## src/rtl/pc_ctrl_pkg.sv

```systemverilog
// pc_ctrl_pkg: shared PC-select encodings, epoch width and fetch FSM states for pc_ctrl
package pc_ctrl_pkg;
  localparam logic PC_SRC1_PC   = 1'b0;
  localparam logic PC_SRC1_XRS1 = 1'b1;
  localparam logic PC_SRC2_4    = 1'b0;
  localparam logic PC_SRC2_IMM  = 1'b1;
  localparam int   EPOCH_W      = 2;
  typedef enum logic [1:0] {PCC_BOOT = 2'd0, PCC_RUN = 2'd1, PCC_PEND = 2'd2} pcc_state_e;
  function automatic logic [EPOCH_W-1:0] epoch_inc(input logic [EPOCH_W-1:0] e);
    return e + EPOCH_W'(1);
  endfunction
endpackage

```

## src/rtl/pc_target.sv

```systemverilog
// pc_target: control-transfer target = base (pc|rs1) + offset (4|imm), JALR bit-0 clear, misalignment flag
//   pc_src1/pc_src2 : base and offset selects
//   pc, rs1, imm    : candidate base operands and immediate
//   target          : computed address (also usable as a link value with pc_src2=PC_SRC2_4)
//   misaligned      : target[1:0] != 0
module pc_target import pc_ctrl_pkg::*; #(
  parameter int XLEN = 64
) (
  input  logic            pc_src1,
  input  logic            pc_src2,
  input  logic [XLEN-1:0] pc,
  input  logic [XLEN-1:0] rs1,
  input  logic [XLEN-1:0] imm,
  output logic [XLEN-1:0] target,
  output logic            misaligned
);
  logic [XLEN-1:0] base, off, sum;
  always_comb begin
    base       = (pc_src1 == PC_SRC1_XRS1) ? rs1 : pc;
    off        = (pc_src2 == PC_SRC2_IMM) ? imm : XLEN'(4);
    sum        = base + off;
    target     = {sum[XLEN-1:1], sum[0] & (pc_src1 != PC_SRC1_XRS1)};
    misaligned = |target[1:0];
  end
endmodule

```

## src/rtl/pc_ctrl.sv

```systemverilog
// pc_ctrl: owns the fetch PC, issues IFU requests over valid/ready, applies trap/mret/branch redirects with epoch tagging
//   ex_*, x_rs1, imm, pc_src1/2 : EXU control-transfer inputs
//   trap_*, mret_*, mepc        : privileged redirects (trap beats mret beats branch)
//   stall                       : blocks new requests, never drops an outstanding one
//   if_valid/if_pc/if_epoch/if_ready : fetch request handshake
//   flush                       : same-cycle kill pulse on any redirect
//   target_misaligned           : taken branch/jump target not word aligned (no redirect)
module pc_ctrl import pc_ctrl_pkg::*; #(
  parameter int              XLEN     = 64,
  parameter logic [XLEN-1:0] RESET_PC = 64'h8000_0000
) (
  input  logic               clk,
  input  logic               rst_n,
  input  logic               ex_valid,
  input  logic               pc_src1,
  input  logic               pc_src2,
  input  logic [XLEN-1:0]    ex_pc,
  input  logic [XLEN-1:0]    x_rs1,
  input  logic [XLEN-1:0]    imm,
  input  logic               trap_valid,
  input  logic [XLEN-1:0]    trap_vec,
  input  logic               mret_valid,
  input  logic [XLEN-1:0]    mepc,
  input  logic               stall,
  output logic               if_valid,
  output logic [XLEN-1:0]    if_pc,
  output logic [EPOCH_W-1:0] if_epoch,
  input  logic               if_ready,
  output logic               flush,
  output logic               target_misaligned
);
  pcc_state_e         state_q, state_d;
  logic [XLEN-1:0]    pc_q, pc_d, pend_q, pend_d, br_pc, redir_pc;
  logic [EPOCH_W-1:0] epoch_q, epoch_d, cur_q, cur_d;
  logic               valid_q, valid_d, br_mis, br_take, redirect, accept;
  pc_target #(.XLEN(XLEN)) u_tgt (
    .pc_src1   (pc_src1),
    .pc_src2   (pc_src2),
    .pc        (ex_pc),
    .rs1       (x_rs1),
    .imm       (imm),
    .target    (br_pc),
    .misaligned(br_mis)
  );
  // cur_q is the live epoch; if_epoch lags it only while a redirect waits behind a blocked request
  always_comb begin
    br_take  = ex_valid && pc_src2 == PC_SRC2_IMM;
    redirect = trap_valid || mret_valid || (br_take && !br_mis);
    redir_pc = trap_valid ? trap_vec : mret_valid ? mepc : br_pc;
    accept   = valid_q && if_ready;
    state_d  = state_q;
    pc_d     = pc_q;
    valid_d  = valid_q;
    epoch_d  = epoch_q;
    cur_d    = cur_q;
    pend_d   = pend_q;
    case (state_q)
      PCC_BOOT, PCC_RUN: begin
        state_d = PCC_RUN;
        if (valid_q && !if_ready) begin
          if (redirect) begin
            pend_d  = redir_pc;
            cur_d   = epoch_inc(cur_q);
            state_d = PCC_PEND;
          end
        end else begin
          valid_d = state_q == PCC_RUN && !stall;
          pc_d    = redirect ? redir_pc : accept ? pc_q + XLEN'(4) : pc_q;
          epoch_d = redirect ? epoch_inc(cur_q) : cur_q;
          cur_d   = epoch_d;
        end
      end
      PCC_PEND: begin
        if (accept) begin
          valid_d = !stall;
          pc_d    = redirect ? redir_pc : pend_q;
          epoch_d = cur_q;
          state_d = PCC_RUN;
        end else if (redirect) begin
          pend_d = redir_pc;
        end
      end
      default: state_d = PCC_BOOT;
    endcase
  end
  always_ff @(posedge clk or negedge rst_n) begin
    if (!rst_n) begin
      state_q <= PCC_BOOT;
      pc_q    <= RESET_PC;
      pend_q  <= RESET_PC;
      valid_q <= 1'b0;
      epoch_q <= '0;
      cur_q   <= '0;
    end else begin
      state_q <= state_d;
      pc_q    <= pc_d;
      pend_q  <= pend_d;
      valid_q <= valid_d;
      epoch_q <= epoch_d;
      cur_q   <= cur_d;
    end
  end
  assign if_valid          = valid_q;
  assign if_pc             = pc_q;
  assign if_epoch          = epoch_q;
  assign flush             = rst_n && redirect;
  assign target_misaligned = rst_n && br_take && br_mis;
endmodule

```

## config.mk

```make
export PLATFORM = sky130hd
export DESIGN_NAME = pc_ctrl
export DESIGN_NICKNAME = d
export VERILOG_FILES = /design/src/rtl/pc_ctrl_pkg.sv /design/src/rtl/pc_target.sv /design/src/rtl/pc_ctrl.sv
export SDC_FILE = /design/constraint.sdc
export NUM_CORES = 1
export LEC_CHECK = 0
export BUFFER_PORTS_ARGS = -buffer_cell sky130_fd_sc_hd__clkbuf_2
export CAP_MARGIN = 20
export CORE_ASPECT_RATIO = 0.6
export CORE_MARGIN = 4
export CORE_UTILIZATION = 56
export CTS_BUF_LIST = sky130_fd_sc_hd__clkbuf_8
export CTS_CLUSTER_DIAMETER = 150
export DETAILED_ROUTE_END_ITERATION = 16
export GPL_TIMING_DRIVEN = 0
export PLACE_DENSITY_LB_ADDON = 0.3
export SLEW_MARGIN = 20
export SYNTH_ARGS = -nofsm -noshare
export SYNTH_HDL_FRONTEND = slang
export SYNTH_HIERARCHICAL = 1
export SYNTH_SLANG_ARGS = --single-unit
```

## constraint.sdc

```tcl
create_clock -name clk -period 5 [get_ports clk]
set_input_delay 1 -clock clk [delete_from_list [all_inputs] [get_ports clk]]
set_output_delay 1 -clock clk [all_outputs]
set_load 0.01 [all_outputs]
```

==> impl_metrics.csv, run 1 <==
group,metric,value,unit
synthesis,synth_area,0.0146,mm2
setup_path,cp_data_arrival_time,4010,ps
setup_path,startpoint_type,"input port",
power,power_density,399,mW/mm2
synthesis,yosysWarnings,6,
setup_path,crit_required,4000,ps
sta,worst_slack,-9.04,ps
route,wl_per_cell,25.8,um
sta,fmax,200,MHz
synthesis,syn_avg_cell_area,8.00,um2
global_routing,antenna_found_initial,5,
outcome,violations,"setup timing",
placed_design,dpl.hpwl,53.7,mm
route,drt-initial-drc-count,2980,
placed_design,placedCellCount,2579,
hold_path,hp-class,"in -> async",
synthesis,ys_seq_area_frac,0.231,
final_layout,syn_to_final_growth,25.3,%
route,postRouteAntennaNets,0,
die,die_x,217,um
synthesis,synth_top_area_share,0.227,
sta,setup-violations-final,2,
route,remaining_drc_errors,0,
sta,slew_headroom,0.220,
power,leakagePower,8.30,nW
synthesis,ys_types,109,
synthesis,synth_top_family_by_area,"compound AO/OA/AOI/OAI gates",
flow_run,maxCapViolations,0,
final_layout,final_core_util,0.720,
setup_path,path_max_fanout,10,
setup_path,endpoint_kind,"output pin",
setup_path,reg2reg_depth,6,
final_layout,final_layout_size_suffix_gt1_frac,0.322,
outcome,run_status,"complete, but fails checks",
setup_path,critPathSlowestCell,"fa_2",
clock_tree,cts_tree,"done",
global_routing,grt_pass1_vias,17000,
synthesis,synth-async-reset-ratio,1.00,
route,viasPerCell,6.88,
clock_tree,cts.path.max_buffers,2,
synthesis,synth_top_cells_by_count,"175 x nand2_1, 168 x o21ai_0, 136 x a21oi_1",
placed_design,gp_congestion,1.05,
die,die_y,133,um
clock_tree,clock_sinks,135,
die,ios,398,
sta,rsz0062_at_grt,"yes",
die,rows,45,
power,power,7.33,mW
placed_design,portBuffers,396,
final_layout,nets,2672,
synthesis,yosys_most_used_dff,"dfrtp_1",
route,wl,68.4,mm
clock_tree,clk_latency,490,ps
setup_path,max_stage_delay,540,ps
setup_path,cp_cell_sequence,"buf_8 -> clkbuf_16 -> buf_6 -> mux2_4 -> ha_4 -> fa_2 -> or2_2 -> nand3b_1 -> nand2_2 -> clkbuf_4 -> and2_1 -> clkbuf_2",
placed_design,place_area,0.0171,mm2
sta,min_period,5010,ps
route,route.vias.total,18200,
sta,final.setup.tns,-17.2,ps
synthesis,synth-edff-count,0,
synthesis,synth_xor_area_frac,0.0389,
sta,period_share,1.00,
clock_tree,root_buffer,"clkbuf_8",
die,start_util,0.574,
global_routing,grt_usage,0.444,
sta,skew,14.4,ps
synthesis,synth-simple-area-share,0.244,
setup_path,critPathBufInv,5,
sta,tightestPinTransition,1160,ps
setup_path,cp_top_family,"simple AND/OR/NAND/NOR gates",
sta,hold_viol_final,0,
die,die_area,0.0289,mm2
synthesis,synthAdderAreaFrac,0.0560,
sta,timing.final.max_slew_violations,0,
setup_path,reg2reg_to,"if_pc[50]",
die,core,0.0255,mm2
power,irDropWorstVdd,0.000255,V
clock_tree,clkTransAtPathRegs,80,ps
global_routing,grt_max_degree,89,
synthesis,yosysTopAreaCell,"dfrtp_1",
final_layout,stdcell_count,2647,
setup_path,crit_type,"in -> out",
synthesis,syn_nets,2224,
synthesis,postSynthCellCount,1830,
clock_tree,htree_levels,4,
setup_path,rrSetupSlack,1830,ps
final_layout,final_area,0.0184,mm2
synthesis,synth_area_leaders,"dfrtp_1 23%, mux2_2 8.1%, o21ai_0 5.7%",
synthesis,synth_most_common_cell,"nand2_1",
route,dr.pass1.iters,8,
synthesis,ys_seq_elements,135,
synthesis,synth.area.mux_share,0.126,
global_routing,grt_overflow,0,
global_routing,grt_pass1_wl,99.9,mm
setup_path,r2r_start,"if_pc[2]",
synthesis,synth-compound-area-share,0.246,
clock_tree,cts-buffers-inserted,17,
-- sequential cells by signal, summed over array words and instances (netlist names) --
signal,count
if_pc,64
pend_q,64
cur_q,2
if_epoch,2
state_q,2
if_valid,1
-- layout by cell type (no fill, tap or decap), drive strengths merged, types with 7 or more instances in the layout --
cell     count
clkbuf     486
nand2      177
o21ai      173
a21oi      141
dfrtp      133
nor2       117
mux2       107
nand4       97
buf         87
and2        77
ha          64
mux2i       63
inv         46
nand3       42
xnor2       42
a21o        40
nor3        35
nor4        32
xor2        23
o211ai      23
a31oi       22
o21bai      19
and3        18
o2bb2ai     17
o31ai       15
and4        13
o21a        12
a211oi      12
or3         10
a41oi       10
nand2b       9
nor2b        8
o311ai       8
nand3b       7
-- worst reg2reg max path: cells and delay by family (launching register included) --
| kind | cells | cell delay, ps |
|---|---|---|
| DFF | 1 | 570 |
| and+or+nand+nor | 5 | 2240 |
| adders and majority gates | 1 | 290 |
-- cell type report --
type                            count  area, um2
Multi-Input combinational cell   1524      10900
Fill cell                        2026       7140
Sequential cell                   135       3380
Timing Repair Buffer              435       2330
Buffer                            125        781
Tap cell                          352        440
Clock buffer                       17        234
Inverter                           40        150
Clock inverter                     15        144
Antenna cell                        4       10.0
-- worst max path at each step --
stage	start	to	slack, ps	cells after the start
detailed placement	pc_src1	if_pc[63]	-1270	18
finish	pc_src1	flush	-9	12
global route	pc_src1	if_pc[36]	-70	21
floorplan	pc_src1	if_pc[59]	30	20
global placement	pc_src1	if_pc[63]	-1470	19
CTS	pc_src1	if_pc[59]	0.9	20
-- through the flow --
stage	hold WS [ps]	setup slack (ps)
after detailed placement	470	-1270
final	469	-9.04
after CTS	464	0.876
after global placement	455	-1470
after floorplan	443	25.6
after global routing	489	-71.6
-- power by group --
part           internal (mW)  total [mW]  switching, mW
sequential              1.65        2.39          0.749
combinational           1.52        3.99           2.48
clock                  0.404       0.940          0.536
total                   3.56        7.33           3.76
-- layer usage --
layer | wire length [um] | track usage
met1 | 26700 | 0.623
met2 | 27300 | 0.619
met3 | 11500 | 0.166
met4 | 2860 | 0.166
met5 | 16 | 0
-- cell families (layout without fill, tap and decap cells) --
| group | after synthesis | after routing |
|---|---|---|
| simple gates | 669 | 669 |
| compound gates | 555 | 555 |
| buf+inv | 171 | 632 |
| mux | 170 | 170 |
| flops | 135 | 135 |
| fa+ha+maj | 65 | 65 |
| xor+xnor | 65 | 65 |
| other cells | 0 | 4 |
-- timing repair --
item	CTS	global route
pin swaps	15	39
gates resized for setup	42	85
hold buffers	0	0
cloned	1	1
buffers inserted	17	19
setup endpoints to repair	60	21
hold endpoints to repair	0	0
Note: power is estimated with default switching activity, not from simulation.
==> run 2, diff against run 1 <==
--- a/config.mk
+++ b/config.mk
@@ -9,11 +9,12 @@
 export CAP_MARGIN = 20
 export CORE_ASPECT_RATIO = 0.6
 export CORE_MARGIN = 4
-export CORE_UTILIZATION = 56
+export CORE_UTILIZATION = 50
 export CTS_BUF_LIST = sky130_fd_sc_hd__clkbuf_8
 export CTS_CLUSTER_DIAMETER = 150
 export DETAILED_ROUTE_END_ITERATION = 16
 export GPL_TIMING_DRIVEN = 0
+export MAX_ROUTING_LAYER = met4
 export PLACE_DENSITY_LB_ADDON = 0.3
 export SLEW_MARGIN = 20
 export SYNTH_ARGS = -nofsm -noshare
==> constraint.sdc (replaced) <==
create_clock -name clk -period 4.4 [get_ports clk]
set_input_delay 0.88 -clock clk [delete_from_list [all_inputs] [get_ports clk]]
set_output_delay 0.88 -clock clk [all_outputs]
set_load 0.01 [all_outputs]
==> run 2 against run 1 <==
Effect of this change: the run still ends with setup timing left; combinational power is 16% higher; final cell count up 0.91%; sequential power up 13%; sequential share of layout area decreased by 0.44 points; power up 16%; critical path depth grew 8; global-route usage is 2.1 points lower; via count decreased by 3.1%; count of clock-buffer cells in the layout unchanged; worst hold slack got worse by 63 ps; largest power group unchanged.
==> impl_metrics.csv, run 2 (synthesis results as in run 1) <==
group,metric,value,unit
setup_path,cp_cell_sequence,"buf_16 -> clkbuf_8 -> mux2_2 -> ha_1 -> nand2_1 -> o21a_1 -> or2_2 -> a31oi_1 -> or3_4 -> a21o_1 -> nor2_4 -> o21ai_4 -> buf_6 -> a41oi_4 -> xnor2_2 -> inv_2 -> a221oi_2 -> o32a_1 -> nor2_2 -> a311oi_1",
flow_run,maxCapViolations,0,
clock_tree,cts.path.max_buffers,2,
sta,final.setup.tns,-642,ps
global_routing,antenna_found_initial,2,
power,power_density,450,mW/mm2
final_layout,final_area,0.0188,mm2
setup_path,critPathBufInv,4,
setup_path,cp.depth,20,
clock_tree,hold_buffers,0,
die,die_y,141,um
clock_tree,htree_levels,4,
final_layout,final_common_cell,"clkbuf_2",
power,leakagePower,8.41,nW
final_layout,stdcell_count,2671,
global_routing,grt_pass1_wl,102,mm
sta,setup-violations-final,6,
placed_design,dpl.hpwl,54.6,mm
outcome,run_status,"complete, but fails checks",
sta,fmax,218,MHz
global_routing,grt_pass1_vias,16800,
route,remaining_drc_errors,0,
setup_path,endpoint_kind,"flip-flop",
sta,hold_slack,406,ps
die,die_area,0.0322,mm2
clock_tree,clkTransAtPathRegs,90,ps
placed_design,placedCellCount,2603,
hold_path,hp-class,"in -> async",
final_layout,final_cell_mix,"401 x clkbuf_2, 172 x nand2_1, 150 x o21ai_0",
clock_tree,clock_sinks,135,
placed_design,portBuffers,396,
sta,slew_headroom,0.173,
final_layout,syn_to_final_growth,28.4,%
clock_tree,cts_tree,"done",
placed_design,place_area,0.0175,mm2
setup_path,critPathSlowestCell,"ha_1",
die,rows,48,
sta,period_share,1.04,
sta,timing.final.max_slew_violations,0,
route,wl,69.0,mm
route,route.vias.total,17600,
global_routing,grt_usage,0.423,
clock_tree,root_buffer,"clkbuf_8",
setup_path,crit_type,"in -> reg",
sta,min_period,4600,ps
sta,rsz0062_at_grt,"yes",
setup_path,rrSetupSlack,1200,ps
placed_design,gp_congestion,1.08,
route,postRouteAntennaNets,0,
setup_path,reg2reg_to,"if_pc[50]",
sta,worst_slack,-196,ps
setup_path,crit_required,4790,ps
die,core,0.0288,mm2
clock_tree,cts-buffers-inserted,17,
setup_path,cp_top_family,"compound AO/OA/AOI/OAI gates",
clock_tree,clk_latency,500,ps
setup_path,cp_data_arrival_time,4980,ps
global_routing,grt_overflow,0,
die,ios,398,
outcome,violations,"setup timing",
final_layout,final_layout_size_suffix_gt1_frac,0.337,
sta,hold_viol_final,0,
final_layout,nets,2675,
route,viasPerCell,6.60,
setup_path,r2r_start,"if_pc[2]",
final_layout,fill_cells,2531,
setup_path,path_max_fanout,10,
route,drt-initial-drc-count,2579,
setup_path,reg2reg_depth,6,
power,irDropWorstVdd,0.000380,V
setup_path,max_stage_delay,430,ps
final_layout,final_core_util,0.653,
setup_path,startpoint_type,"input port",
route,wl_per_cell,25.9,um
die,start_util,0.508,
global_routing,grt_max_degree,81,
die,die_x,229,um
route,dr.pass1.iters,6,
sta,tightestPinTransition,1230,ps
sta,skew,18.4,ps
## run 2: cell count changes in the layout (fill, tap and decap cells not counted), moves of 4 or more
| cell | delta |
|---|---|
| mux2_2 | -4 |
| ha_1 | -10 |
| clkbuf_1 | -4 |
| buf_2 | +5 |
| mux2_4 | +4 |
| o21ai_1 | +7 |
| mux2i_4 | +5 |
| mux2i_1 | -5 |
| ha_4 | +10 |
| o21ai_0 | -12 |
## run 2: routing by layer
layer	track usage	wire length, um	part of all wire	up-vias
li1	-	-	-	7742
met1	0.597	28900	0.42	8348
met2	0.580	27900	0.40	1393
met3	0.136	10200	0.15	154
met4	0.118	2060	0.030	0
met5	-	0	0	-
## run 2: how the worst max path moves through the flow
stage,endpoint,from,slack [ps]
2_1_floorplan,if_pc[59],pc_src1,-230
3_3_place_gp,if_pc[63],pc_src2,-1520
3_5_place_dp,if_pc[63],pc_src2,-1560
4_1_cts,if_pc[59],pc_src1,-290
5_1_grt,if_pc[36],pc_src1,-280
6_report,if_pc[63],pc_src1,-200
## run 2: repair_timing
| item | 4_1_cts | 5_1_grt |
|---|---|---|
| setup buffers | 30 | 13 |
| gates cloned | 1 | 0 |
| pin swaps | 60 | 31 |
| gates resized for setup | 119 | 34 |
| setup endpoints to repair | 128 | 55 |
## run 2: worst reg2reg max path, stage by stage, from the launching register on
cell	delay, ps
dfrtp_1	580
ha_1	280
nand3_1	150
nor3_1	860
nand4_1	520
or4_1	630
nand4_1	100
## run 2: per-stage QoR
step	setup slack [ps]	total power, mW
2_1_floorplan	-228	5.12
3_3_place_gp	-1520	6.80
3_5_place_dp	-1560	6.89
4_1_cts	-291	8.20
5_1_grt	-276	8.89
6_report	-196	8.47
## run 2: final cells by class
| type | count | area [um2] | share of cell area |
|---|---|---|---|
| Inverter | 40 | 150 | 0.00798 |
| Timing Repair Buffer | 442 | 2420 | 0.129 |
| Tap cell | 375 | 469 | 0.0249 |
| Antenna cell | 2 | 5.00 | 0.000266 |
| Clock inverter | 15 | 179 | 0.00951 |
| Sequential cell | 135 | 3380 | 0.180 |
| Clock buffer | 17 | 234 | 0.0124 |
| Multi-Input combinational cell | 1524 | 11200 | 0.596 |
| Buffer | 121 | 756 | 0.0402 |
## run 2: power by group
group | total (mW) | switching [mW] | leakage (nW) | internal, mW
clock network | 1.17 | 0.601 | 0.210 | 0.564
registers | 2.70 | 0.826 | 1.63 | 1.87
logic | 4.61 | 2.83 | 6.57 | 1.78
total | 8.47 | 4.26 | 8.41 | 4.21
